===== src/rtl/serial_add_arbiter.sv =====
//------------------------------------------------------------------------------
// serial_add_arbiter
//
// Two requesters share one full-adder cell. Round-robin arbitration picks a
// requester. The winner's operands are captured and added LSB-first over WIDTH
// cycles, with the carry held in a flip-flop. The WIDTH-bit sum and the
// carry-out are then presented together with a one-cycle done pulse.
//
// Ports:
//   clk              rising-edge clock
//   rst              asynchronous, active-high reset
//   req0/req1        request; held with operands until the matching ack
//   a0,b0 / a1,b1    WIDTH-bit operands
//   cin0/cin1        carry-in
//   ack0/ack1        combinational; operands captured at this clock edge
//   busy             high from the cycle after capture through the done cycle
//   done             one-cycle pulse; sum/cout/owner valid
//   sum, cout        result, held until the next done or reset
//   owner            requester whose result is on sum/cout
//------------------------------------------------------------------------------
module serial_add_arbiter #(
    parameter int unsigned WIDTH = 8
) (
    input  logic             clk,
    input  logic             rst,
    input  logic             req0,
    input  logic [WIDTH-1:0] a0,
    input  logic [WIDTH-1:0] b0,
    input  logic             cin0,
    output logic             ack0,
    input  logic             req1,
    input  logic [WIDTH-1:0] a1,
    input  logic [WIDTH-1:0] b1,
    input  logic             cin1,
    output logic             ack1,
    output logic             busy,
    output logic             done,
    output logic [WIDTH-1:0] sum,
    output logic             cout,
    output logic             owner
);

    localparam int unsigned CW = (WIDTH > 1) ? $clog2(WIDTH) : 1;

    typedef enum logic [1:0] {
        IDLE = 2'd0,
        ADD  = 2'd1,
        DONE = 2'd2
    } state_t;

    state_t           state_q, state_d;
    logic [WIDTH-1:0] a_q, a_d;
    logic [WIDTH-1:0] b_q, b_d;
    logic [WIDTH-1:0] acc_q, acc_d;
    logic [WIDTH-1:0] sum_q, sum_d;
    logic [CW-1:0]    cnt_q, cnt_d;
    logic             carry_q, carry_d;
    logic             cout_q, cout_d;
    logic             owner_q, owner_d;
    logic             last_q, last_d;

    logic             grant_any;
    logic             winner;
    logic             ha0_s, ha0_c, ha1_c;
    logic             fa_s, fa_c;

    // Shared full adder: two half adders plus an OR for the carry.
    always_comb begin
        ha0_s = a_q[0] ^ b_q[0];
        ha0_c = a_q[0] & b_q[0];
        fa_s  = ha0_s ^ carry_q;
        ha1_c = ha0_s & carry_q;
        fa_c  = ha0_c | ha1_c;
    end

    // Round-robin: on contention, grant the requester that was not served last.
    always_comb begin
        grant_any = req0 | req1;
        if (req0 && req1) begin
            winner = ~last_q;
        end else begin
            winner = req1;
        end
    end

    assign ack0 = ~rst && (state_q == IDLE) && grant_any && ~winner;
    assign ack1 = ~rst && (state_q == IDLE) && grant_any &&  winner;

    always_comb begin
        state_d = state_q;
        a_d     = a_q;
        b_d     = b_q;
        acc_d   = acc_q;
        sum_d   = sum_q;
        cnt_d   = cnt_q;
        carry_d = carry_q;
        cout_d  = cout_q;
        owner_d = owner_q;
        last_d  = last_q;

        case (state_q)
            IDLE: begin
                if (grant_any) begin
                    a_d     = winner ? a1 : a0;
                    b_d     = winner ? b1 : b0;
                    carry_d = winner ? cin1 : cin0;
                    cnt_d   = '0;
                    last_d  = winner;
                    state_d = ADD;
                end
            end
            ADD: begin
                a_d   = a_q >> 1;
                b_d   = b_q >> 1;
                // Accumulator shifts right with each new sum bit entering at
                // the MSB, so the LSB-first bits end up in their final order.
                acc_d            = acc_q >> 1;
                acc_d[WIDTH-1]   = fa_s;
                carry_d          = fa_c;
                cnt_d            = cnt_q + CW'(1);
                if (cnt_q == CW'(WIDTH - 1)) begin
                    // Results are published on the edge that enters DONE.
                    sum_d   = acc_d;
                    cout_d  = fa_c;
                    owner_d = last_q;
                    state_d = DONE;
                end
            end
            DONE: begin
                state_d = IDLE;
            end
            default: begin
                state_d = IDLE;
            end
        endcase
    end

    always_ff @(posedge clk or posedge rst) begin
        if (rst) begin
            state_q <= IDLE;
            a_q     <= '0;
            b_q     <= '0;
            acc_q   <= '0;
            sum_q   <= '0;
            cnt_q   <= '0;
            carry_q <= 1'b0;
            cout_q  <= 1'b0;
            owner_q <= 1'b0;
            last_q  <= 1'b1;
        end else begin
            state_q <= state_d;
            a_q     <= a_d;
            b_q     <= b_d;
            acc_q   <= acc_d;
            sum_q   <= sum_d;
            cnt_q   <= cnt_d;
            carry_q <= carry_d;
            cout_q  <= cout_d;
            owner_q <= owner_d;
            last_q  <= last_d;
        end
    end

    assign busy  = (state_q != IDLE);
    assign done  = (state_q == DONE);
    assign sum   = sum_q;
    assign cout  = cout_q;
    assign owner = owner_q;

endmodule

===== config.mk =====
export PLATFORM = sky130hd
export DESIGN_NAME = serial_add_arbiter
export DESIGN_NICKNAME = d
export VERILOG_FILES = /design/src/rtl/serial_add_arbiter.sv
export SDC_FILE = /design/constraint.sdc
export NUM_CORES = 1
export LEC_CHECK = 0
export ABC_AREA = 1
export BUFFER_PORTS_ARGS = -buffer_cell sky130_fd_sc_hd__clkbuf_2
export CORE_UTILIZATION = 48
export CTS_CLUSTER_SIZE = 28
export DETAILED_ROUTE_END_ITERATION = 8
export GPL_ROUTABILITY_DRIVEN = 0
export PLACE_DENSITY = 0.79
export SLEW_MARGIN = 20
export SYNTH_ARGS = -nofsm -noshare
export SYNTH_HDL_FRONTEND = slang
export SYNTH_SLANG_ARGS = --single-unit

===== constraint.sdc =====
create_clock -name clk -period 1.1 [get_ports clk]
set_input_delay 0.165 -clock clk [delete_from_list [all_inputs] [get_ports clk]]
set_output_delay 0.165 -clock clk [all_outputs]
set_load 0.01 [all_outputs]

==> out/qor.csv, run 1 <==
stage,metric,value,unit
status,status,"finished, violations left",
status,failing checks,setup timing,
grt,number of global-route vias before repair,2050,
sta,setup ws final,-0.4185,ns
clocking,Root Buffer,clkbuf_8,
route,total wire length after detailed routing,6278,um
pwr,Power Density,2797,nW/um^2
critical_path,crit-path cells,nor2_2 > nand2_4 > nor3b_4 > buf_2,
synthesis,number of synthesized flops with an enable pin,0,
sta,Worst Tran Pin Value,0.2545,ns
synthesis,syn nets,305,
finish,# diodes,0,
route,DRT Pass-1 Iters,4,
clocking,TritonCTS clock tree,yes,
die,Core ar.,4144,sq um
critical_path,CP Data Arrival Time,1.35,ns
clocking,Worst-path clk slew,0.08,ns
die,row count,23,
clocking,maximum clock path buffer count,2,
finish,NumNets Final,381,
grt,Global Route Usage Sum,28.02,%
route,DRC violations left,0,
critical_path,"slowest stage delay, CP",0.43,ns
critical_path,CP max-delay cell,dfrtp_1,
critical_path,crit-path max FO,5,
route,wire length per cell,16.06,um
finish,layout filler cell count,237,
sta,Layout Skew,0.01026,ns
route,Initial DRC Count,147,
grt,initial antenna violation count,0,
critical_path,CP startpoint kind,register,
synthesis,Synth Instances,264,
die,die height,68.94,um
critical_path,r2r setup slk,-0.35,ns
die,die width,68.94,um
synthesis,Mapped Avg Cell Area,8.147,sq um
finish,"most common cell after layout, fill and taps aside",clkbuf_2,
grt,pin count of the biggest net entering global routing,41,
synthesis,Synth Warn #,0,
grt,gr ovfl total,0,
sta,total negative slack,-13.57,ns
synthesis,asr flop ratio synth,100.0,%
sta,unrepaired setup endpoints after global routing,true,
finish,post-route insts no fill,391,
sta,setup violators final,44,
critical_path,CP endpoint kind,primary output,
route,Via Count,2101,
clocking,CTS buffer count,5,
finish,Syn-to-layout area delta,56.25,%
sta,maximum achievable frequency,658.6,MHz
sta,final slew viol count,0,
die,I/O pin count,52,
synthesis,prevailing post-synth register cell,dfrtp_1,
die,die area,4753,sq um
die,Initial Utilization,51.90,%
synthesis,synthesized area,2151,sq um
worst_hold_path,HP Class,in -> reg,
route,ANT nets after route,0,
place,DP Worst Slack,-0.08164,ns
place,placed insts,366,
flow_run,max cap viols,0,
clocking,Worst-Skew Late Latency,0.30,ns
sta,final worst path period share,138.0,%
pwr,total power,9.400,mW
clocking,H-tree Lvls,2,
sta,"Hold Vio Cnt, Final",0,
clocking,CTS sink count,40,
sta,Hold Worst Slack,0.1261,ns
grt,first-pass GRT wire length,9549,um
finish,layout cell share with drive strength beyond 1,54.84,%
critical_path,Worst Path Buf+Inv,1,
place,DPL Wire Length,3142,um
pwr,Pleak,1.792,nW
sta,relative slew slack,83.03,%
route,DR vias/cell,5.373,
place,Port-buffer cells,51,
critical_path,"delay-heaviest family, CP",simple AND/OR/NAND/NOR gates,
synthesis,sequential share of the synthesized area,46.60,%
critical_path,Worst EP required,0.94,ns
finish,most frequent cells in the layout,"clkbuf_2, inv_1, dfrtp_1, nand3_1, nand3_2",
synthesis,Synth Register Bits,40,
synthesis,post-synth cell types,21,
critical_path,Crit Path Category,reg -> out,
pwr,peak supply drop,1216,uV
sta,Period minus WS final,1.518,ns
## tightest hold or removal path, stage by stage
cell      delay (ns)
clkbuf_2        0.08
nor2_1          0.03
o21ai_1         0.11
## synth_stat cells, types with 3 or more instances
master / n / share of area (%)
nand3_1: 65 / 15
nand2_1: 62 / 11
inv_1: 43 / 7.5
dfrtp_1: 39 / 45
buf_6: 7 / 3.7
o21ai_2: 7 / 2.9
o21ai_0: 6 / 1.4
o21ai_1: 6 / 1.4
buf_2: 5 / 1.2
nor2_1: 4 / 0.70
inv_2: 3 / 0.52
nand2_2: 3 / 0.87
nand2_4: 3 / 1.6
## metal layers
layer	up-vias	share of wire, %	track usage (%)
met5	-	0	0
met4	0	2.5	11.99
met3	17	6.0	6.086
met2	111	54	49.51
met1	987	38	32.33
li1	986	-	-
## what timing repair did
action / in CTS / in global routing
setup buffers: 8 / 4
endpoints found under the hold margin: 39 / 0
hold buffers: 1 / 0
gates resized for setup: 101 / 40
endpoints found under the setup margin: 38 / 44
cloned: 6 / 1
pin swaps: 16 / 6
## flip-flops by register name, indices dropped and copies added (netlist names)
register,flops
a_q,8
acc_q,7
b_q,8
carry_q,1
cnt_q,3
cout,1
last_q,1
owner,1
state_q,2
sum,8
## power breakdown
part / internal (mW) / switching (mW)
clock network: 0.512 / 0.511
logic: 2.56 / 2.93
registers: 2.18 / 0.705
total: 5.25 / 4.15
## cells by family (layout without fill, tap and decap cells)
group	Yosys count	after routing	synth area share, %
buffers and inverters	60	137	13.55
adder cells (fa/ha/maj)	3	3	2.094
AO/OA/AOI/OAI	19	19	5.643
AND/OR/NAND/NOR	142	142	32.11
flip-flops	40	40	46.60
## worst paths after layout
| kind | from | end | depth (start not counted) |
|---|---|---|---|
| hold reg to reg | sum[0] | sum[0] | 2 |
| min in group asynchronous | rst | b_q[1] | 4 |
| setup / recovery | state_q[1] | ack0 | 4 |
| max in group asynchronous | rst | last_q | 4 |
| hold / removal | a1[7] | a_q[7] | 3 |
| setup reg to reg | state_q[0] | sum[5] | 9 |
## area by class of cell
cell class	instances	area (sq um)	area share, %
multi-input combinational	164	1305	38.83
sequential	40	1002	29.82
timing repair buffer	80	663.1	19.73
inverter	46	198.9	5.920
clock buffer	8	90.09	2.681
tap	50	62.56	1.862
timing repair inverter	3	38.79	1.154
## stage by stage
stage | instance area, sq um | utilization, %
after floorplan | 2180 | -
after global routing | 3361 | 81.10
after detailed placement | 2529 | 61.02
final | 3361 | 81.10
after global placement | 2529 | 61.02
after CTS | 3182 | 76.78
Note: power is estimated with default switching activity, not from simulation.
==> inputs of run 2 (changes only) <==
--- a/config.mk
+++ b/config.mk
@@ -7,11 +7,13 @@
 export LEC_CHECK = 0
 export ABC_AREA = 1
 export BUFFER_PORTS_ARGS = -buffer_cell sky130_fd_sc_hd__clkbuf_2
+export CORE_ASPECT_RATIO = 0.8
 export CORE_UTILIZATION = 48
 export CTS_CLUSTER_SIZE = 28
 export DETAILED_ROUTE_END_ITERATION = 8
 export GPL_ROUTABILITY_DRIVEN = 0
 export PLACE_DENSITY = 0.79
+export SKIP_CTS_REPAIR_TIMING = 1
 export SLEW_MARGIN = 20
 export SYNTH_ARGS = -nofsm -noshare
 export SYNTH_HDL_FRONTEND = slang
==> run 2 against run 1 <==
  * Critical path depth unchanged
  * Die area about the same
  * Largest cell class unchanged
  * Sequential share of layout area increased by 0.13 points
  * Combinational power decreased by 0.9%
  * Sequential power about the same
  * Non-clock buffer count unchanged
  * Flip-flop and latch count unchanged
  * Critical path type unchanged
  * Utilization decreased by 1.8 points
  * Global-route usage decreased by 8.3 points
  * The run still ends with setup timing left
  * Cell count increased by 1.8%
  * Fmax increased by 1.8%
  * Clock power increased by 6%
==> out/qor.csv, run 2 (synthesis results as in run 1) <==
stage,metric,value,unit,change
grt,first-pass GRT wire length,7162,um,was 9549 um
clocking,CTS sink count,40,,unchanged
critical_path,Worst EP required,0.94,ns,about the same
grt,M1 GR Usage,26.77,%,was 32.33%
critical_path,CP endpoint kind,primary output,,unchanged
critical_path,CP max-delay cell,dfstp_2,,was dfrtp_1
clocking,CTS buffer count,5,,unchanged
clocking,H-tree Lvls,2,,unchanged
route,wire length per cell,18.43,um,was 16.06 um
critical_path,crit-path cells,nand2_4 > nand2_4 > nor3b_4 > buf_2,,was nor2_2 > nand2_4 > nor3b_4 > buf_2
grt,gr ovfl total,0,,unchanged
grt,M3 GR Usage,4.380,%,was 6.086%
place,Port-buffer cells,51,,unchanged
grt,pin count of the biggest net entering global routing,41,,unchanged
critical_path,r2r worst-path depth,8,,was 9
finish,most frequent cells in the layout,"clkbuf_2, inv_1, dfrtp_1, nand3_1, nand3_2",,unchanged
pwr,sequential group share of total power,30.8,%,was 30.7%
worst_hold_path,worst hold endpoint,b_q[7],,was a_q[7]
route,DR vias/cell,5.523,,was 5.373
finish,Syn-to-layout area delta,55.96,%,was 56.25%
sta,unrepaired setup endpoints after global routing,true,,unchanged
sta,Layout Skew,0.008011,ns,was 0.01026 ns
die,die area,4754,sq um,was 4753 sq um
route,Via Count,2198,,was 2101
die,I/O pin count,52,,unchanged
grt,grt met2 use,32.91,%,was 49.51%
die,die width,76.84,um,was 68.94 um
sta,final slew viol count,0,,unchanged
sta,setup violators final,43,,was 44
grt,GR peak layer,met2,,unchanged
pwr,share of power burned in combinational logic,57.7,%,was 58.5%
finish,post-route insts no fill,398,,was 391
critical_path,r2r setup slk,-0.29,ns,was -0.35 ns
clocking,Worst-Skew Late Latency,0.30,ns,about the same
place,DPL Wire Length,3235,um,was 3142 um
route,ANT nets after route,0,,unchanged
grt,Global Route Usage Sum,19.77,%,was 28.02%
worst_hold_path,HP Class,in -> reg,,unchanged
grt,initial antenna violation count,0,,unchanged
sta,maximum achievable frequency,670.1,MHz,was 658.6 MHz
route,DRT Pass-1 Iters,4,,unchanged
status,failing checks,setup timing,,unchanged
die,row count,21,,was 23
critical_path,crit-path max FO,3,,was 5
route,DRC violations left,0,,unchanged
clocking,TritonCTS clock tree,yes,,unchanged
critical_path,reg2reg end,b_q[1],,was sum[5]
die,Core ar.,4230,sq um,was 4144 sq um
clocking,Root Buffer,clkbuf_8,,unchanged
pwr,Pint,5.211,mW,was 5.253 mW
status,status,"finished, violations left",,unchanged
sta,Worst Tran Pin Value,0.2648,ns,was 0.2545 ns
route,Initial DRC Count,197,,was 147
worst_hold_path,hold path startpoint,b1[7],,was a1[7]
die,Initial Utilization,50.84,%,was 51.90%
pwr,P_sw,4.217,mW,was 4.147 mW
finish,"most common cell after layout, fill and taps aside",clkbuf_2,,unchanged
critical_path,CP startpoint kind,register,,unchanged
route,total wire length after detailed routing,7336,um,was 6278 um
finish,layout cell share with drive strength beyond 1,56.30,%,was 54.84%
flow_run,max cap viols,0,,unchanged
sta,final worst path period share,135.7,%,was 138.0%
place,placed insts,375,,was 366
pwr,Clk network pwr share,11.4,%,was 10.9%
grt,number of global-route vias before repair,1532,,was 2050
critical_path,"Top cell by count, worst path",nand2_4,,
pwr,total power,9.428,mW,was 9.400 mW
sta,setup ws final,-0.3923,ns,was -0.4185 ns
sta,"Hold Vio Cnt, Final",0,,unchanged
pwr,Net Sw Frac,44.73,%,was 44.12%
finish,NumNets Final,382,,was 381
pwr,peak supply drop,1590,uV,was 1216 uV
clocking,Worst-path clk slew,0.08,ns,about the same
finish,# diodes,0,,unchanged
sta,Period minus WS final,1.492,ns,was 1.518 ns
sta,relative slew slack,82.30,%,was 83.03%
pwr,Power Density,2811,nW/um^2,was 2797 nW/um^2
critical_path,Worst R2R Start,state_q[0],,unchanged
pwr,Pleak,1.762,nW,was 1.792 nW
critical_path,Crit Path Category,reg -> out,,unchanged
critical_path,CP Data Arrival Time,1.33,ns,was 1.35 ns
die,die height,61.87,um,was 68.94 um
clocking,maximum clock path buffer count,2,,unchanged
worst_hold_path,hold depth,3,,unchanged
critical_path,"slowest stage delay, CP",0.57,ns,was 0.43 ns
## run 2: layout make-up
class,count,area [sq um]
clock buffer,7,96.34
fill,218,875.8
inverter,46,197.7
multi-input combinational,166,1297
sequential,40,1005
tap,57,71.32
timing repair buffer,80,659.4
timing repair inverter,2,27.53
## run 2: power groups by stage
stage	logic (mW)	clock network (mW)	registers (mW)
CTS	3.00	1.04	2.59
floorplan	2.14	0	2.60
global route	5.78	1.14	2.97
finish	5.44	1.08	2.91
detailed placement	2.97	0	2.60
global placement	2.86	0	2.58
## run 2: worst max-delay path by stage
stage | start | endpoint | cells past startpoint
finish | last_q | ack0 | 4
global route | last_q | ack0 | 4
CTS | state_q[1] | ack0 | 4
detailed placement | state_q[0] | b_q[4] | 5
global placement | carry_q | sum[7] | 3
floorplan | last_q | ack0 | 4
## run 2: worst max-delay path, delay by kind of cell (launching register included)
kind,cells,cell delay [ns]
DFF,1,0.57
buffers and inverters,1,0.14
and+or+nand+nor,3,0.31
## run 2: per-layer routing
metal	up-vias	part of all wire, %
met5	-	0
met4	0	3.7
met3	29	9.4
met2	120	48
met1	1060	39
li1	989	-
## run 2: per-stage QoR
| stage | utilization [%] | setup TNS [ns] | hold slack, ns | cell area [sq um] | worst slack (ns) |
|---|---|---|---|---|---|
| after floorplan | - | -0.2765 | 0.3352 | 2180 | -0.08097 |
| after global placement | 60.63 | -0.5960 | 0.2767 | 2565 | -0.04428 |
| after detailed placement | 60.63 | -2.272 | 0.2830 | 2565 | -0.09108 |
| after CTS | 62.91 | -3.908 | -0.02119 | 2661 | -0.3777 |
| after global routing | 79.30 | -10.24 | 0.1282 | 3354 | -0.4258 |
| final | 79.30 | -9.505 | 0.1163 | 3354 | -0.3923 |
